### src/rtl/scoreboard_hazard_unit.sv
// Scoreboard-based hazard unit: tracks outstanding long-latency writes per
// register, stalls ID on RAW/WAW/capacity hazards, holds if_id_flush for a
// configurable window after a redirect, and flags stalls that run too long.
//
// The only state machines here are counters; the control outputs are decoded
// combinationally each cycle in this priority order:
//   condition         | meaning
//   reset             | outputs idle, all state cleared at the edge
//   redirect          | wrong-path ID dropped, front end refilled
//   stall             | front end held, bubble into ID/EX
//   flush window      | IF/ID still invalidated after a redirect
//   idle              | normal advance
module scoreboard_hazard_unit #(
   parameter int REG_ADDR_W      = 5,
   parameter int MAX_OUTSTANDING = 4,
   parameter int FLUSH_CYCLES    = 1,
   parameter int STALL_TIMEOUT   = 1024,
   localparam int NUM_REGS       = 2 ** REG_ADDR_W,
   localparam int CNT_W          = $clog2(MAX_OUTSTANDING + 1)
) (
   input  logic                  clk,
   input  logic                  rst_n,
   input  logic                  id_valid,
   input  logic [REG_ADDR_W-1:0] id_rs1,
   input  logic [REG_ADDR_W-1:0] id_rs2,
   input  logic [REG_ADDR_W-1:0] id_rd,
   input  logic                  id_uses_rs1,
   input  logic                  id_uses_rs2,
   input  logic                  id_writes_rd,
   input  logic                  id_long_lat,
   input  logic                  wb_long_valid,
   input  logic [REG_ADDR_W-1:0] wb_long_rd,
   input  logic                  redirect,
   output logic                  pc_write,
   output logic                  if_id_write,
   output logic                  if_id_flush,
   output logic                  id_ex_flush,
   output logic                  stall,
   output logic [CNT_W-1:0]      busy_count,
   output logic                  timeout_err
);

   localparam int FL_W = (FLUSH_CYCLES > 1) ? $clog2(FLUSH_CYCLES) : 1;
   localparam int ST_W = (STALL_TIMEOUT > 0) ? $clog2(STALL_TIMEOUT + 1) : 1;

   logic [NUM_REGS-1:0] pending;
   logic [NUM_REGS-1:0] clr;
   logic [NUM_REGS-1:0] set;
   logic [NUM_REGS-1:0] eff_pending;
   logic [CNT_W-1:0]    out_cnt;
   logic [FL_W-1:0]     flush_cnt;
   logic                err_q;

   logic raw_hz;
   logic waw_hz;
   logic full_hz;
   logic stall_int;
   logic issue;
   logic rd_nonzero;

   // Per-register completion and issue strobes; a completion only counts if
   // the register is actually outstanding.
   always_comb begin
      clr = '0;
      set = '0;
      if (wb_long_valid)
         clr[wb_long_rd] = pending[wb_long_rd];
      if (issue)
         set[id_rd] = 1'b1;
   end

   assign eff_pending = pending & ~clr;
   assign rd_nonzero  = (id_rd != '0);

   // Hazard detection; the capacity check ignores same-cycle completion.
   always_comb begin
      raw_hz  = id_valid && ((id_uses_rs1 && eff_pending[id_rs1]) ||
                             (id_uses_rs2 && eff_pending[id_rs2]));
      waw_hz  = id_valid && id_writes_rd && rd_nonzero && eff_pending[id_rd];
      full_hz = id_valid && id_long_lat && (out_cnt == CNT_W'(MAX_OUTSTANDING));
      stall_int = (raw_hz || waw_hz || full_hz) && !redirect;
      issue   = id_valid && id_long_lat && id_writes_rd && rd_nonzero &&
                !stall_int && !redirect;
   end

   // Pipeline control decode; reset forces the idle pattern.
   always_comb begin
      pc_write    = 1'b1;
      if_id_write = 1'b1;
      if_id_flush = 1'b0;
      id_ex_flush = 1'b0;
      stall       = 1'b0;
      busy_count  = '0;
      timeout_err = 1'b0;
      if (rst_n) begin
         busy_count  = out_cnt;
         timeout_err = err_q;
         if (redirect) begin
            if_id_flush = 1'b1;
            id_ex_flush = 1'b1;
         end else if (stall_int) begin
            pc_write    = 1'b0;
            if_id_write = 1'b0;
            id_ex_flush = 1'b1;
            stall       = 1'b1;
         end else if (flush_cnt != '0) begin
            if_id_flush = 1'b1;
         end
      end
   end

   // Scoreboard and outstanding counter; a set beats a same-cycle clear.
   always_ff @(posedge clk) begin
      if (!rst_n) begin
         pending <= '0;
         out_cnt <= '0;
      end else begin
         pending <= ((pending & ~clr) | set) & ~NUM_REGS'(1);
         out_cnt <= out_cnt + CNT_W'(issue) - CNT_W'(|clr);
      end
   end

   // Flush window: loaded by each redirect, then counts down to zero.
   always_ff @(posedge clk) begin
      if (!rst_n)
         flush_cnt <= '0;
      else if (redirect)
         flush_cnt <= FL_W'(FLUSH_CYCLES - 1);
      else if (flush_cnt != '0)
         flush_cnt <= flush_cnt - 1'b1;
   end

   generate
      if (STALL_TIMEOUT > 0) begin : g_wdog
         logic [ST_W-1:0] stall_cnt;

         // Watchdog: count consecutive stall cycles, latch a sticky error.
         always_ff @(posedge clk) begin
            if (!rst_n) begin
               stall_cnt <= '0;
               err_q     <= 1'b0;
            end else begin
               if (!stall_int)
                  stall_cnt <= '0;
               else if (stall_cnt != '1)
                  stall_cnt <= stall_cnt + 1'b1;
               if (stall_int && (stall_cnt == ST_W'(STALL_TIMEOUT - 1)))
                  err_q <= 1'b1;
            end
         end
      end else begin : g_no_wdog
         // Watchdog disabled: error never raised.
         always_ff @(posedge clk) begin
            err_q <= 1'b0;
         end
      end
   endgenerate

endmodule

### config.mk
export PLATFORM = sky130hd
export DESIGN_NAME = scoreboard_hazard_unit
export DESIGN_NICKNAME = d
export VERILOG_FILES = /design/src/rtl/scoreboard_hazard_unit.sv
export SDC_FILE = /design/constraint.sdc
export NUM_CORES = 1
export LEC_CHECK = 0
export BUFFER_PORTS_ARGS = -buffer_cell sky130_fd_sc_hd__buf_2
export CAP_MARGIN = 20
export CORE_MARGIN = 5
export CORE_UTILIZATION = 55
export CTS_CLUSTER_DIAMETER = 100
export CTS_CLUSTER_SIZE = 12
export DETAILED_ROUTE_END_ITERATION = 7
export GPL_TIMING_DRIVEN = 0
export PLACE_DENSITY = 0.72
export SYNTH_ARGS = -nofsm -noshare
export SYNTH_HDL_FRONTEND = slang
export SYNTH_SLANG_ARGS = --single-unit
### constraint.sdc
create_clock -name clk -period 5.49 [get_ports clk]
set_input_delay 0 -clock clk [delete_from_list [all_inputs] [get_ports clk]]
set_output_delay 0 -clock clk [all_outputs]
set_load 0.01 [all_outputs]
==> results.md <==
* Post-synth top area cell: dfxtp_1
* Run status: completed
* Number of CTS-inserted buffers at 5
* CTS root buf: clkbuf_8
* DRC Markers at 0
* Ys flop type: dfxtp_1
* CP required at 5670 ps
* Post-CTS Resized at 0
* Drt total wl at around 18 mm
* Clock skew at between 7 and 8 ps
* FMAX at between 150 and 200 MHz
* Vias at 5227
* Antenna Cells at 0
* Clock slew at reported path FFs at 90 ps
* Largest net degree at the start of global routing at 14
* Detailed Routing Iterations Pass 1 at 6
* Comb pwr share at 0.302
* Net Sw Frac at 0.3522
* Clock sink count at 47
* Crit path arrival time at 5310 ps
* H-tree levels at 2
* Layout cells sized above 1 at 0.1304
* Cell Int Power at between 500 and 600 uW
* Die area at 9728 um2
* Endpoints failing hold at 0
* Antenna violations before repair at 0
* Commonest non-fill, non-tap cell in the layout: nand2_1
* Max-slew violations at 0
* Layout Area Growth over Synthesis at 8.572%
* Starting Density at 0.5620
* Most Crowded Layer GR: met2
* Max_slew headroom at 0.3423
* Power Dens Cells at 171.8 nW/um2
* Met1 Track Usage GR at 0.4695
* Avg Inst Size Synth at 7.411 um2
* Psw at 283.7 uW
* Overflow after GRT at 0
* Placed Cells at 716
* Die height at 98.63 um
* Number of enable flip-flop cells after synthesis at 0
* Finished Layout Cells at 723
* Met3 Usage GRT at 0.05379
* Net Count, Synth at 616
* Most frequent cells in the layout: 54 x nand2_1, 51 x nor2_1, 47 x dfxtp_1
* First-pass GRT wire length at approximately 28 mm
* TritonCTS clock tree: done
* Post-synth top area share at 0.2178
* Seq pwr share at 0.437
* Crit Path Class: reg2reg
* Worst hold path class: in2reg
* Drt initial violations at slightly above 700
* Clock tree buffer depth at 2
* Hold_buf cts at 0
* Max-cap violations at 0
* Sequential share of the synthesized area at 0.2178
* Worst-margin pin slew at 973.2 ps
* Worst hold slack at 125.8 ps
* Clk network pwr share at 0.261
* TNS Setup at 0 ps
* P_leak at 1.638 nW
* Ys Warns at 0
* Netlist cell types at 71
* Die X at 98.63 um
* Setup Viol. Count Final at 0
* Vias per cell at around 7.2
* Port bufs at 31
* Post-Syn Area at 4320 um2
* ANT nets after route at 0
* Total Nets Final at 654
* I/O pins at 38
* Setup repair bufs after CTS at 0
* Register bit count reported by yosys at 47
* Final worst-path cycle share at 0.9344
* Worst vdd ir at 0.1500 mV
* Vias in the first global route at 4921
* Wirelength per Cell at 25.32 um
* CP startpoint kind: flop
* Ranking of synthesized cells by area: dfxtp_1 22%, nand2_1 4.7%, nor2_1 4.4%
* CP Max Fanout at 10
* Clk Latency, worst-skew pair at 300 ps
* Site Rows at 32
* GRT Total Usage at 0.3655
* Final Util at 0.6102
* Worst Setup End Kind: flop
* Hpwl dp at 13.79 mm
* GP Congestion at roughly 1.1
* Final critical-path required period at 5130 ps
* Ys async rst share at 0
* Gate Count Post-Synth at around 580
* RSZ-0062 raised after global routing: no
* Grt met2 use at 0.5684
* Core Region at a little under 8000 um2
state kept, by name (all words and copies together), names as in the netlist:
register	cells
err_q	1
flush_cnt	1
g_wdog.stall_cnt	11
out_cnt	3
pending	31
worst max-delay path, cell delays in order (launching register included):
cell,delay [ps]
dfxtp_1,610
mux2i_1,180
o22ai_1,220
nor3_1,140
o22ai_4,280
buf_4,270
nand2_1,210
nor3_1,240
o211ai_1,140
a222oi_1,640
and2_1,220
buf_2,200
buf_2,280
nand2_1,100
ha_1,290
inv_1,40
ha_1,190
fa_1,380
xnor2_1,170
xnor2_1,140
nor2_1,50
power groups by stage:
stage          logic [mW]  registers, mW  clock network (mW)
6_report            0.244          0.352               0.210
5_1_grt             0.256          0.353               0.229
4_1_cts             0.234          0.352               0.211
3_5_place_dp        0.233          0.360                   0
3_3_place_gp        0.230          0.360                   0
2_1_floorplan       0.155          0.358                   0
layer usage:
metal	vias to the layer above	wire length [um]
met4	0	1521
met3	132	2191
li1	2285	-
met5	-	0
met1	2359	6759
met2	451	7834
area by class of cell:
cell class,count,area (um2)
repair buffers,31,155.1
fillers,749,2997
clock inverters,1,5.005
inverters,20,75.07
well taps,102,127.6
flip-flops and latches,47,940.9
plain buffers,50,247.7
multi-input cells,466,3057
clock buffers,6,82.58
kinds of logic (layout without fill, tap and decap cells):
family | Yosys count | after routing | share of synthesized area
other | 1 | 1 | 0.0008680
buffers and inverters | 70 | 108 | 0.07472
multiplexers | 29 | 29 | 0.07559
flip-flops | 47 | 47 | 0.2178
AO/OA/AOI/OAI | 173 | 173 | 0.2922
AND/OR/NAND/NOR | 245 | 245 | 0.2971
adder cells (fa/ha/maj) | 4 | 4 | 0.01332
XOR/XNOR | 14 | 14 | 0.02838
through the flow:
step	setup slack [ps]	cell area, um2	total power, mW
floorplan	1683	4320	0.5134
global placement	361.0	4603	0.5900
detailed placement	388.1	4603	0.5924
CTS	562.9	4691	0.7971
global route	221.8	4691	0.8378
finish	360.2	4691	0.8057
cell usage after synthesis (4+ instances only):
library cell and number:
a31oi_1 16, o21ai_0 27, buf_1 4, nor4_1 10, nand2b_1 9, mux2_2 9
inv_1 20, nand3_1 28, nand2_1 54, a41oi_1 5, o211ai_1 13, and3_1 8
buf_4 7, and2_1 10, o31a_1 4, dfxtp_1 47, or3_1 6, nand4_1 13
clkbuf_1 27, buf_2 9, o32ai_1 7, nor2_1 51, a22oi_1 4, xor2_1 7
o22ai_1 9, mux2i_1 18, nand3b_1 8, xnor2_1 7, a21oi_1 17, o221ai_1 4
o31ai_1 18, nor3_1 23, a211oi_1 13
worst paths after layout:
| path | start | endpoint | slack [ps] | depth (start not counted) |
|---|---|---|---|---|
| max reg2reg | pending[19] | out_cnt[2] | 360 | 20 |
| max | pending[19] | out_cnt[2] | 360 | 20 |
| min reg2reg | g_wdog.stall_cnt[5] | g_wdog.stall_cnt[5] | 500 | 2 |
| min | rst_n | pending[13] | 130 | 3 |
No activity file was read; power rests on OpenSTA's default activity.
